[src/rtl/serial_subtractor.sv]
// -----------------------------------------------------------------------------
// serial_subtractor
//
// Bit-serial unsigned subtractor: diff = a - b (mod 2^WIDTH), processed LSB
// first through a single 1-bit full-subtractor cell with a registered borrow.
// A start pulse in IDLE captures both operands. The result is delivered in
// parallel together with a one-cycle done pulse.
//
// Ports:
//   clk        in   1      clock, all state changes on the rising edge
//   rst        in   1      synchronous active-high reset
//   start      in   1      operation request, honoured only in IDLE
//   a          in   WIDTH  minuend, captured on the accepting edge
//   b          in   WIDTH  subtrahend, captured on the accepting edge
//   busy       out  1      high while an operation is in RUN or DONE
//   done       out  1      one-cycle pulse, diff/borrow_out valid from here
//   diff       out  WIDTH  (a - b) mod 2^WIDTH, held until next completion
//   borrow_out out  1      final borrow, i.e. a < b
// -----------------------------------------------------------------------------
module serial_subtractor #(
    parameter int WIDTH = 8
) (
    input  logic             clk,
    input  logic             rst,
    input  logic             start,
    input  logic [WIDTH-1:0] a,
    input  logic [WIDTH-1:0] b,
    output logic             busy,
    output logic             done,
    output logic [WIDTH-1:0] diff,
    output logic             borrow_out
);

    localparam int CW = $clog2(WIDTH + 1);
    localparam logic [CW-1:0] CNT_ONE  = CW'(1);
    localparam logic [CW-1:0] CNT_LAST = CW'(WIDTH - 1);

    typedef enum logic [1:0] {
        ST_IDLE = 2'd0,
        ST_RUN  = 2'd1,
        ST_DONE = 2'd2
    } state_t;

    // Full-subtractor difference bit: x - y - bin.
    function automatic logic fs_diff(input logic x, input logic y, input logic bin);
        return x ^ y ^ bin;
    endfunction

    // Full-subtractor borrow: borrow when y exceeds x, or when x == y and a
    // borrow is already pending.
    function automatic logic fs_borrow(input logic x, input logic y, input logic bin);
        return (~x & y) | (~(x ^ y) & bin);
    endfunction

    state_t           state_r, state_s;
    logic [WIDTH-1:0] sa_r, sa_s;
    logic [WIDTH-1:0] sb_r, sb_s;
    logic [WIDTH-1:0] res_r, res_s;
    logic [WIDTH-1:0] res_shift_s;
    logic             bor_r, bor_s;
    logic [CW-1:0]    cnt_r, cnt_s;
    logic [WIDTH-1:0] diff_r, diff_s;
    logic             borrow_r, borrow_s;
    logic             done_r, done_s;
    logic             busy_r, busy_s;
    logic             d_bit_s;
    logic             bor_bit_s;

    // Current bit of the serial cell.
    always_comb begin
        d_bit_s   = fs_diff(sa_r[0], sb_r[0], bor_r);
        bor_bit_s = fs_borrow(sa_r[0], sb_r[0], bor_r);
    end

    // Result register shifted right with the new difference bit entering at
    // the MSB; after WIDTH shifts bit 0 of the answer sits at position 0.
    // Written as a loop so WIDTH=1 needs no special case.
    always_comb begin
        res_shift_s = res_r;
        for (int i = 0; i < WIDTH - 1; i++) begin
            res_shift_s[i] = res_r[i+1];
        end
        res_shift_s[WIDTH-1] = d_bit_s;
    end

    // Next-state and datapath next values.
    always_comb begin
        state_s  = state_r;
        sa_s     = sa_r;
        sb_s     = sb_r;
        res_s    = res_r;
        bor_s    = bor_r;
        cnt_s    = cnt_r;
        diff_s   = diff_r;
        borrow_s = borrow_r;
        done_s   = 1'b0;
        case (state_r)
            ST_IDLE: begin
                if (start) begin
                    sa_s    = a;
                    sb_s    = b;
                    res_s   = '0;
                    bor_s   = 1'b0;
                    cnt_s   = '0;
                    state_s = ST_RUN;
                end else begin
                    state_s = ST_IDLE;
                end
            end
            ST_RUN: begin
                sa_s  = sa_r >> 1'b1;
                sb_s  = sb_r >> 1'b1;
                res_s = res_shift_s;
                bor_s = bor_bit_s;
                cnt_s = cnt_r + CNT_ONE;
                // cnt_r still holds the index of the bit being processed,
                // so this is the edge that consumes the MSB.
                if (cnt_r == CNT_LAST) begin
                    diff_s   = res_shift_s;
                    borrow_s = bor_bit_s;
                    done_s   = 1'b1;
                    state_s  = ST_DONE;
                end else begin
                    state_s = ST_RUN;
                end
            end
            ST_DONE: begin
                state_s = ST_IDLE;
            end
            default: begin
                state_s = ST_IDLE;
            end
        endcase
        // busy is registered, so derive it from the state being entered.
        busy_s = (state_s != ST_IDLE);
    end

    // State and datapath registers with synchronous reset.
    always_ff @(posedge clk) begin
        if (rst) begin
            state_r  <= ST_IDLE;
            sa_r     <= '0;
            sb_r     <= '0;
            res_r    <= '0;
            bor_r    <= 1'b0;
            cnt_r    <= '0;
            diff_r   <= '0;
            borrow_r <= 1'b0;
            done_r   <= 1'b0;
            busy_r   <= 1'b0;
        end else begin
            state_r  <= state_s;
            sa_r     <= sa_s;
            sb_r     <= sb_s;
            res_r    <= res_s;
            bor_r    <= bor_s;
            cnt_r    <= cnt_s;
            diff_r   <= diff_s;
            borrow_r <= borrow_s;
            done_r   <= done_s;
            busy_r   <= busy_s;
        end
    end

    assign busy       = busy_r;
    assign done       = done_r;
    assign diff       = diff_r;
    assign borrow_out = borrow_r;

endmodule
[config.mk]
export PLATFORM = sky130hd
export DESIGN_NAME = serial_subtractor
export DESIGN_NICKNAME = d
export VERILOG_FILES = /design/src/rtl/serial_subtractor.sv
export SDC_FILE = /design/constraint.sdc
export NUM_CORES = 1
export LEC_CHECK = 0
export CAP_MARGIN = 20
export CORE_ASPECT_RATIO = 0.8
export CORE_UTILIZATION = 35
export CTS_BUF_LIST = sky130_fd_sc_hd__clkbuf_2 sky130_fd_sc_hd__clkbuf_4 sky130_fd_sc_hd__clkbuf_8
export CTS_CLUSTER_SIZE = 12
export DETAILED_ROUTE_END_ITERATION = 8
export PLACE_DENSITY_LB_ADDON = 0.3
export SYNTH_ARGS = -nofsm -noshare
export SYNTH_HDL_FRONTEND = slang
export SYNTH_SLANG_ARGS = --single-unit
[constraint.sdc]
create_clock -name clk -period 1.8 [get_ports clk]
set_input_delay 0.27 -clock clk [delete_from_list [all_inputs] [get_ports clk]]
set_output_delay 0.27 -clock clk [all_outputs]
set_load 0.02 [all_outputs]
==> flow_summary_export.csv <==
group,metric,value,unit
cts,root_buffer,"clkbuf_8",
setup_path,worst-r2r-setup-slack,0.34,ns
yosys,syn-mean-instance-area,9.60,um2
final_layout,diodes,0,
floorplan,die-area,0.00528,mm2
drt,route.detailed.wl_per_inst,12.5,um
setup_path,cp_slowest_cell,"clkdlybuf4s50_1",
drt,drtIter0Drc,86,
global_routing,grt_util_all_layers,14.3,%
floorplan,coreArea,0.00468,mm2
run_status,status,"finished, final reports clean",
final_layout,area_growth,24.6,%
cts,clk_pin_slew,0.08,ns
sta,slew_headroom,53.2,%
sta,slew_violations,0,
sta,grt_setup_unrepaired,"false",
cts,clock_latency,0.29,ns
yosys,syn_nets,203,
setup_path,path_buf_inv,1,
yosys,seq_area_frac_synth,47.0,%
setup_path,endpoint_kind,"primary output",
yosys,syn_inst,182,
placed_design,port_buffers,29,
sta,fmax,662,MHz
yosys,yosys_warnings,0,
drt,drc,0,
cts,htreeDepth,2,
setup_path,ff2ff_path_depth,3,
setup_path,cp_cell_sequence,"clkdlybuf4s50_1",
final_layout,final_cell_mix,"41 x dfxtp_1, 36 x nor2_1, 29 x clkdlybuf4s50_1",
setup_path,required,1.53,ns
sta,finalSetupTns,0,ns
global_routing,antenna_found_initial,0,
cts,cts_tree,"yes",
floorplan,ios,30,
drt,final_antenna_net_count,0,
sta,finalSetupViolCount,0,
drt,vias,1353,
floorplan,die_x,81.0,um
sta,hold_viol,0,
global_routing,grt_pass1_wl,5730,um
floorplan,start_util,37.4,%
setup_path,critical_path.max_fanout,2,
cts,clockBufferDepth,2,
setup_path,crit_family,"buffers and inverters",
placed_design,gp_congestion,0.733,
setup_path,criticalPathCategory,"reg2out",
yosys,netlist_area,0.00175,mm2
setup_path,cpPeakStageDelay,0.61,ns
global_routing,grt_max_degree,50,
yosys,synth-seq-cells,41,
cts,clock_sinks,41,
yosys,yosysTopAreaCell,"dfxtp_1",
cts,cts_hold_buf,0,
drt,wirelength,3370,um
yosys,yosysUniqueCellTypes,34,
global_routing,grt_pass1_vias,1225,
cts,cts_buffers,5,
final_layout,drive_above_1_share,9.05,%
final_layout,final_common_cell,"dfxtp_1",
cts,cts_resized,0,
sta,period_needed,1.51,ns
floorplan,rows,22,
drt,vias_per_cell,5.01,
cts,cts_setup_buffers,0,
setup_path,cp-start-kind,"register",
placed_design,hpwlAfterDp,2220,um
pwr,p_per_area,839,mW/mm2
sta,fin_crit_sh,83.9,%
yosys,ys_top_cells_by_area,"dfxtp_1 47%, nor2_1 7.7%, nand2b_1 6.1%",
setup_path,worstPathArrival,1.24,ns
floorplan,chipHeight,65.2,um
sta,finClkSkew,0.00770,ns
pwr,p_leak,0.780,nW
setup_path,path_depth,1,
sta,worst_slew_pin_slew,0.701,ns
final_layout,final_util,46.5,%
drt,drt_first_pass_iters,4,
min_path,hp-class,"reg2reg",
job,drv_cap,0,
final_layout,fin_nets,230,
global_routing,overflow,0,
pwr,ir_drop,0.341,mV
yosys,synth_top_area_share,47.0,%
min_path,hold_depth,2,
-- routing by layer --
metal	vias to the layer above	share of wire, %	track usage, %
li1	699	-	-
met5	-	0	0
met2	24	42	19.9
met1	628	53	19.6
met4	0	0.68	5.36
met3	2	4.2	5.69
-- Yosys cell counts --
cell,n
o311a_1,1
a31oi_1,1
nand3_1,2
ha_1,1
buf_4,2
and2b_1,2
nand2_1,2
nand2b_1,17
a22oi_1,10
inv_2,1
nor2b_1,2
o31a_1,1
a221oi_1,1
buf_2,4
nor2b_4,1
buf_6,3
clkbuf_1,5
fa_1,1
a21oi_1,1
nor3b_1,1
o2bb2ai_1,9
nand4_1,1
o22ai_1,5
dfxtp_1,41
mux2i_1,9
nor3b_2,1
nor3_1,1
o21bai_2,1
nor2_1,36
o21ba_4,1
a211oi_1,13
o32a_1,1
inv_1,3
mux2_2,1
-- final timing paths --
check	startpoint	end
setup / recovery	diff[0]	diff[0]
hold / removal	diff[3]	diff[3]
setup reg to reg	state_r[0]	borrow_out
hold reg to reg	diff[3]	diff[3]
-- flip-flops by register name, summed over array words and instances, names as in the netlist --
| name | flops |
|---|---|
| sa_r | 8 |
| borrow_out | 1 |
| cnt_r | 4 |
| sb_r | 8 |
| busy | 1 |
| bor_r | 1 |
| diff | 8 |
| done | 1 |
| res_r | 7 |
| state_r | 2 |
-- worst register-to-register path, stage by stage (launching register included) --
cell	delay [ns]
dfxtp_1	0.45
nor3b_2	0.25
nor2b_4	0.30
mux2_2	0.36
-- layout make-up --
cell class	instances	area, um2
clock buffer	7	96.3
clock inverter	1	5.00
fill	463	2500
inverter	4	15.0
multi-input combinational	123	825
sequential	41	821
tap	60	75.1
timing repair buffer	34	340
-- cell families (layout without fill, tap and decap cells) --
group	after synthesis	after routing	synth area share (%)
AND/OR/NAND/NOR	66	66	19.0
AO/OA/AOI/OAI	45	45	20.5
flip-flops	41	41	47.0
buffers and inverters	18	46	5.87
multiplexers	10	10	5.80
adder cells (fa/ha/maj)	2	2	1.86
-- report_power, final --
part	internal [W]	total [W]	switching, W	leakage, nW
sequential	0.000946	0.000970	0.0000245	0.335
clock	0.000346	0.000648	0.000302	0.0542
combinational	0.000109	0.000209	0.000100	0.390
-- through the flow --
step	hold WS, ns	cell area, um2	setup slack [ns]	total power, W	instances
final	0.474	2180	0.290	0.00183	270
after global routing	0.492	2180	0.210	0.00192	270
after CTS	0.482	2180	0.273	0.00186	270
after detailed placement	0.461	2080	0.274	0.00120	262
after global placement	0.466	2080	0.305	0.00120	262
after floorplan	0.418	1750	0.584	0.00113	182
(Power assumes the default switching activity.)
